[config.mk]
export PLATFORM = sky130hd
export DESIGN_NAME = arb_mux
export DESIGN_NICKNAME = d
export VERILOG_FILES = /design/src/rtl/arb_mux.sv
export SDC_FILE = /design/constraint.sdc
export NUM_CORES = 1
export LEC_CHECK = 0
export ABC_CLOCK_PERIOD_IN_PS = 2160
export CORE_MARGIN = 2
export CORE_UTILIZATION = 37
export DETAILED_ROUTE_END_ITERATION = 7
export PLACE_DENSITY = 0.85
export SYNTH_ARGS = -nofsm -noshare
export SYNTH_HDL_FRONTEND = slang
export SYNTH_SLANG_ARGS = --single-unit
[constraint.sdc]
create_clock -name clk -period 2.16 [get_ports clk]
set_clock_uncertainty 0.2 [all_clocks]
set_input_delay 0.324 -clock clk [delete_from_list [all_inputs] [get_ports clk]]
set_output_delay 0.324 -clock clk [all_outputs]
set_load 0.03 [all_outputs]
[src/rtl/arb_mux.sv]
// Round-robin / forced-select valid-ready multiplexer with a registered output stage.
// Merges INPUTS request streams onto one downstream port; the pointer wraps at INPUTS.
module arb_mux #(
  parameter  int DATA_WIDTH = 32,
  parameter  int INPUTS     = 4,
  localparam int SEL_W      = $clog2(INPUTS)
) (
  input  logic                  clk,
  input  logic                  rst,
  input  logic [DATA_WIDTH-1:0] in_data [INPUTS],
  input  logic [INPUTS-1:0]     in_valid,
  output logic [INPUTS-1:0]     in_ready,
  input  logic                  force_en,
  input  logic [SEL_W-1:0]      force_addr,
  output logic [DATA_WIDTH-1:0] out_data,
  output logic [SEL_W-1:0]      out_src,
  output logic                  out_valid,
  input  logic                  out_ready
);

  localparam logic [SEL_W:0]   INPUTS_W = (SEL_W+1)'(INPUTS);
  localparam logic [SEL_W-1:0] LAST_RST = SEL_W'(INPUTS-1);

  logic [DATA_WIDTH-1:0] out_data_r;
  logic [SEL_W-1:0]      out_src_r;
  logic                  out_valid_r;
  logic [SEL_W-1:0]      last_r;

  logic                  load_en_s;
  logic                  rr_found_s;
  logic [SEL_W-1:0]      rr_idx_s;
  logic [SEL_W:0]        cand_s;
  logic                  rr_pick_s;
  logic                  force_in_range_s;
  logic                  win_found_s;
  logic [SEL_W-1:0]      win_idx_s;
  logic                  xfer_s;

  // Round-robin search starting one past the last granted channel, modulo INPUTS.
  always_comb begin
    rr_found_s = 1'b0;
    rr_idx_s   = '0;
    cand_s     = '0;
    rr_pick_s  = 1'b0;
    for (int k = 1; k <= INPUTS; k++) begin
      cand_s     = {1'b0, last_r} + (SEL_W+1)'(k);
      cand_s     = (cand_s >= INPUTS_W) ? (cand_s - INPUTS_W) : cand_s;
      rr_pick_s  = !rr_found_s && in_valid[cand_s[SEL_W-1:0]];
      rr_idx_s   = rr_pick_s ? cand_s[SEL_W-1:0] : rr_idx_s;
      rr_found_s = rr_found_s | rr_pick_s;
    end
  end

  // Winner selection: forced mode only ever grants force_addr, and only when in range.
  always_comb begin
    load_en_s        = !out_valid_r || out_ready;
    force_in_range_s = ({1'b0, force_addr} < INPUTS_W);
    if (force_en) begin
      if (force_in_range_s) begin
        win_found_s = in_valid[force_addr];
      end else begin
        win_found_s = 1'b0;
      end
      win_idx_s = force_addr;
    end else begin
      win_found_s = rr_found_s;
      win_idx_s   = rr_idx_s;
    end
    xfer_s = !rst && load_en_s && win_found_s;
  end

  // One-hot accept towards the winning channel.
  always_comb begin
    in_ready = '0;
    for (int i = 0; i < INPUTS; i++) begin
      in_ready[i] = xfer_s && (win_idx_s == SEL_W'(i));
    end
  end

  // Output register and round-robin pointer.
  always_ff @(posedge clk) begin
    if (rst) begin
      out_data_r  <= '0;
      out_src_r   <= '0;
      out_valid_r <= 1'b0;
      last_r      <= LAST_RST;
    end else if (xfer_s) begin
      out_data_r  <= in_data[win_idx_s];
      out_src_r   <= win_idx_s;
      out_valid_r <= 1'b1;
      last_r      <= force_en ? last_r : win_idx_s;
    end else if (out_ready) begin
      out_valid_r <= 1'b0;
    end
  end

  assign out_data  = out_data_r;
  assign out_src   = out_src_r;
  assign out_valid = out_valid_r;

endmodule

Word-level counts from Yosys, hierarchy flattened
Index checks and enable logic that the tools add are counted.
{"block": "totals", "ff_bits": 37, "output_inout_bits": 39, "inputBits": 138, "elab_cells": 73}
{"block": "classes", "magnitude_cmp": 10, "add_sub_neg": 8, "muxes": 25, "bitwise": 5, "n_reduce_logical": 18, "eq_ne": 3}
{"op": "32-bit binary-select mux with 2-bit select", "n": 1}
{"op": "32-bit 2-to-1 mux", "n": 2}
{"op": "2-bit 2-to-1 mux", "n": 9}
{"op": "3-bit >= comparator, second input constant", "n": 5}
{"op": "2-bit by 3-bit < comparator with 1-bit output, second input constant", "n": 5}
{"op": "1-bit binary-select mux with 2-bit select", "n": 5}
{"op": "1-bit logical AND", "n": 9}
{"op": "1-bit 2-to-1 mux", "n": 8}
{"op": "2-bit by 1-bit subtractor with 2-bit output, second input constant", "n": 4}
{"op": "2-bit by 2-bit adder with 3-bit output, second input constant", "n": 2}
{"op": "1-bit logical NOT", "n": 5}
{"op": "2-bit == test, second input constant", "n": 2}
{"op": "2-bit by 1-bit adder with 3-bit output, second input constant", "n": 1}
{"op": "2-bit by 3-bit adder with 3-bit output, second input constant", "n": 1}
{"op": "2-bit inverter with 3-bit output", "n": 1}
{"op": "1-bit OR", "n": 3}
{"op": "2-bit by 1-bit == test with 1-bit output, second input constant", "n": 1}
{"op": "2-bit logical NOT", "n": 1}
{"op": "2-bit AND reduction", "n": 1}
{"op": "2-bit nonzero test", "n": 1}
{"op": "1-bit logical OR", "n": 1}
{"op": "1-bit inverter", "n": 1}

Logic depth before layout (Yosys ltp)
{"block": "logic_depth", "depth_word": 19, "mapped_depth": 7, "ltp_nobuf": 5}

Worst setup path after synthesis
OpenSTA, ideal clock, no wires.
{"block": "synth_timing", "path_type": "in2out", "from": "in force_addr[1]", "to": "out in_ready[0]", "arrival_time_ps": 1994, "cell_stages": 6, "required_ps": 1636, "path_buffers": 2, "path_slack_ps": -358, "path_cell_list": "mux4_1 > mux2i_1 > or3_1 > buf_6 > buf_6 > nor3_1"}
{"block": "synth_via", "elab_chain_len": 5, "elab_cells_between_ends": 7, "classes_between": "4 x mux; 3 x reduce/logical"}
{"element": "start: declaration", "line": "14", "source": "input logic [SEL_W-1:0] force_addr,"}
{"element": "1-bit binary-select mux with 2-bit select", "line": "60", "source": "win_found_s = in_valid[force_addr];"}
{"element": "1-bit 2-to-1 mux (not written as such)", "line": "60"}
{"element": "1-bit 2-to-1 mux", "line": "58", "source": "if (force_en) begin"}
{"element": "1-bit logical AND", "line": "69", "source": "xfer_s = !rst && load_en_s && win_found_s;"}
{"element": "1-bit logical AND *", "line": "76", "source": "in_ready[i] = xfer_s && (win_idx_s == SEL_W'(i));"}
{"element": "end: declaration", "line": "12", "source": "output logic [INPUTS-1:0] in_ready,"}
Mark *: on every way between the ends. The rest lies on a longest branch, timed or not. The select of a mux whose other input is x is not followed.

Final worst setup path
Ends and elaborated chain as after synthesis.

==> flow_metrics.py <==
metrics = {
    "status": {
        "outcome": "finished, violations left",
        "violations": "negative setup slack",
    },
    "place": {
        "io_buffers": 176,
        "gp_congestion": 0.8446,
        "placed_cell_area_um2": 4664,
        "hpwl_mm": 7.498,
    },
    "die": {
        "core_area_um2": 7137,
        "die_w_um": 89.39,
        "dieArea_um2": 7990,
        "rows": 31,
        "ios": 177,
        "die_h_um": 89.39,
        "start_util_pct": 37.80,
    },
    "power_and_ir_drop": {
        "p_sw_share_pct": 37.17,
        "seqPwrFrac_pct": 29.9,
        "irDropWorstVdd_uv": 357.1,
        "power.density_nw_per_um2": 528.4,
        "p_int_mw": 1.736,
        "clkPwrFrac_pct": 17.6,
        "combPwrFrac_pct": 52.6,
        "leakagePower_nw": 2.081,
        "p_sw_mw": 1.027,
    },
    "cells_and_area": {
        "fin_nets": 642,
        "drive_gt1_share_pct": 22.97,
        "antenna_cells": 0,
        "area_growth_pct": 93.83,
        "post-route-cell-area_um2": 5229,
    },
    "detailed_routing": {
        "drt-total-wl_mm": 12.06,
        "dr.first_iter.drc_count": 172,
        "vias": 3525,
        "drc_errors": 0,
        "first_pass_iters": 4,
        "via_per_inst": 5.836,
        "routedWlPerCell_um": 19.97,
        "drtAntennaViolNets": 0,
    },
    "setup_path": {
        "cp_num_cells": 7,
        "crit_start": "force_addr[1]",
        "required_ns": 1.64,
        "reg2regPathDepth": 7,
        "regToRegSetupSlack_ns": 0.05,
        "critPathCaptureType": "output pin",
        "path_delay_family": "simple AND/OR/NAND/NOR gates",
        "worstSetupPathType": "primary input to output pin",
        "critical_path.max_fanout": 2,
        "critPathCapture": "in_ready[0]",
        "critPathLaunchType": "primary input",
        "slowest_stage": "mux4_2",
        "critPathMaxStageDelay_ns": 0.37,
        "worst_path_most_repeated_cell": "buf_6",
        "path_cells": "buf_6 -> mux4_2 -> mux2i_4 -> buf_6 -> or3_4 -> nor3_4 -> buf_6",
        "worstReg2RegEnd": "out_data[21]$_SDFFE_PP0P_",
        "rr_startpoint": "last_r[1]$_SDFFE_PP1P_",
        "cp.arrival_ns": 1.71,
        "worst-path-buf-inv": 3,
    },
    "run": {
        "maxCapViolCount": 0,
    },
    "global_route": {
        "grt_start_max_net_pins": 55,
        "grt_usage_pct": 28.55,
        "grt_pass1_vias": 3623,
        "grt_pass1_wl_mm": 17.43,
        "overflow": 0,
        "antenna_found_initial": 0,
    },
    "yosys": {
        "async_flop_share_pct": 0,
        "synth.most_common_cell": "dfxtp_1",
        "ys_seq_area_share_pct": 27.46,
        "synth_nets": 452,
        "synth_commonest_cells": "dfxtp_1 (37), inv_1 (33)",
        "synth_flop_cell": "dfxtp_1",
        "ys_types": 35,
        "synth_seq_cells": 37,
        "yosysTopAreaCell": "dfxtp_1",
        "synth_cells": 314,
        "synth_area_leaders": "dfxtp_1 (27%), o211a_1 (12%), a221oi_1 (10%)",
        "ys_warn_count": 0,
        "synth_top_area_share_pct": 27.46,
        "synth_edf_count": 0,
        "syn_avg_cell_area_um2": 8.591,
        "syn_area_um2": 2698,
    },
    "sta": {
        "setup_viol": 2,
        "rsz0062_at_grt": "yes",
        "hold_viol_final": 0,
        "fin_ws_ns": -0.07398,
        "max_freq_mhz": 447.6,
        "tightest_slew_ns": 0.5139,
        "maxSlewViolCount": 0,
        "setup_tns_ns": -0.09894,
        "relSlewSlack_pct": 65.74,
        "period_needed_ns": 2.234,
        "finalCritPeriodShare_pct": 103.4,
    },
    "clock_network": {
        "clkTransAtPathRegs_ns": 0.08,
        "cts-root-buf": "clkbuf_8",
        "ctsLongestPathBuffers": 2,
        "worstSkewPairLatency_ns": 0.29,
        "cts_tree": "built",
        "cts_buffers": 5,
        "cts_sinks": 37,
        "htreeDepth": 2,
    },
    "hold_path": {
        "hold_depth": 2,
        "min-delay-path-class": "register to register",
        "min_from": "out_data[12]$_SDFFE_PP0P_",
    },
}
worst reg2reg max path, stage by stage (launching register included):
cell and delay, ns:
dfxtp_2 0.43, o21ai_2 0.12, a21oi_4 0.23, buf_12 0.22
or2_1 0.19, buf_4 0.24, a221oi_1 0.13, o32ai_1 0.26
metrics by stage:
step	hold WS (ns)	setup slack, ns	power [mW]	cells	util (%)
2_1_floorplan	0.1931	-0.09325	1.485	314	-
3_5_place_dp	0.2481	-0.8721	2.070	583	65.36
3_3_place_gp	0.2408	-0.8311	2.046	583	65.36
5_1_grt	0.2829	-0.09122	2.896	604	73.26
4_1_cts	0.2588	-0.02624	2.685	602	70.34
6_report	0.2574	-0.07398	2.763	604	73.26
layout make-up:
cell class | instances | area, um^2
fill | 548 | 1908
multi-input combinational | 206 | 1907
clock buffer | 5 | 68.82
tap | 99 | 123.9
inverter | 33 | 123.9
timing repair buffer | 221 | 2245
clock inverter | 3 | 17.52
sequential | 37 | 743.2
flip-flops by register name (all words and copies together), names as in the netlist:
name / flops
out_data: 32
last_r: 2
out_valid: 1
out_src: 2
worst min-delay path by stage:
stage | end | slack, ns
finish | out_data[12]$_SDFFE_PP0P_ | 0.26
global route | out_data[10]$_SDFFE_PP0P_ | 0.28
CTS | out_data[12]$_SDFFE_PP0P_ | 0.26
detailed placement | out_data[12]$_SDFFE_PP0P_ | 0.25
global placement | out_data[1]$_SDFFE_PP0P_ | 0.24
floorplan | out_src[0]$_SDFFE_PP0P_ | 0.19
per-layer routing:
metal | vias to the layer above | wire length (um) | global-route usage [%]
met5 | - | 0 | 0
met4 | 0 | 344 | 13.03
met3 | 30 | 984 | 6.556
met2 | 182 | 6211 | 52.53
met1 | 1693 | 4521 | 30.82
li1 | 1620 | - | -
layout by cell type, fill, tap and decap left out, drive strengths merged, types with 2 or more instances in the layout:
master           n
nor3             4
o211a           32
a21oi            6
nor2             6
buf             51
dlygate4sd2      3
a211oi          32
clkinv           2
dfxtp           37
or2              3
inv             33
a221oi          32
o21ai            4
clkdlybuf4s50  163
and2            32
o31ai            2
nand2            5
nand2b           4
bufbuf           2
clkbuf           7
nor2b            3
o32ai           32
power by group through the flow:
| stage | logic [mW] | clock network, mW | registers, mW |
|---|---|---|---|
| floorplan | 0.484 | 0 | 1.00 |
| global placement | 1.21 | 0 | 0.831 |
| detailed placement | 1.23 | 0 | 0.837 |
| CTS | 1.36 | 0.501 | 0.823 |
| global route | 1.53 | 0.530 | 0.836 |
| finish | 1.45 | 0.485 | 0.825 |
kinds of logic after synthesis:
group,share of synthesized area [%]
buf+inv,11.83
compound gates,46.15
flops,27.46
simple gates,13.22
mux,1.345
what timing repair did:
| item | 4_1_cts | 5_1_grt |
|---|---|---|
| setup buffers | 8 | 1 |
| setup endpoints to repair | 39 | 34 |
| gates cloned | 3 | 1 |
| resized for setup | 74 | 37 |
| pin swaps | 7 | 7 |
| hold buffers | 0 | 0 |
No activity file was read; power rests on OpenSTA's default activity.
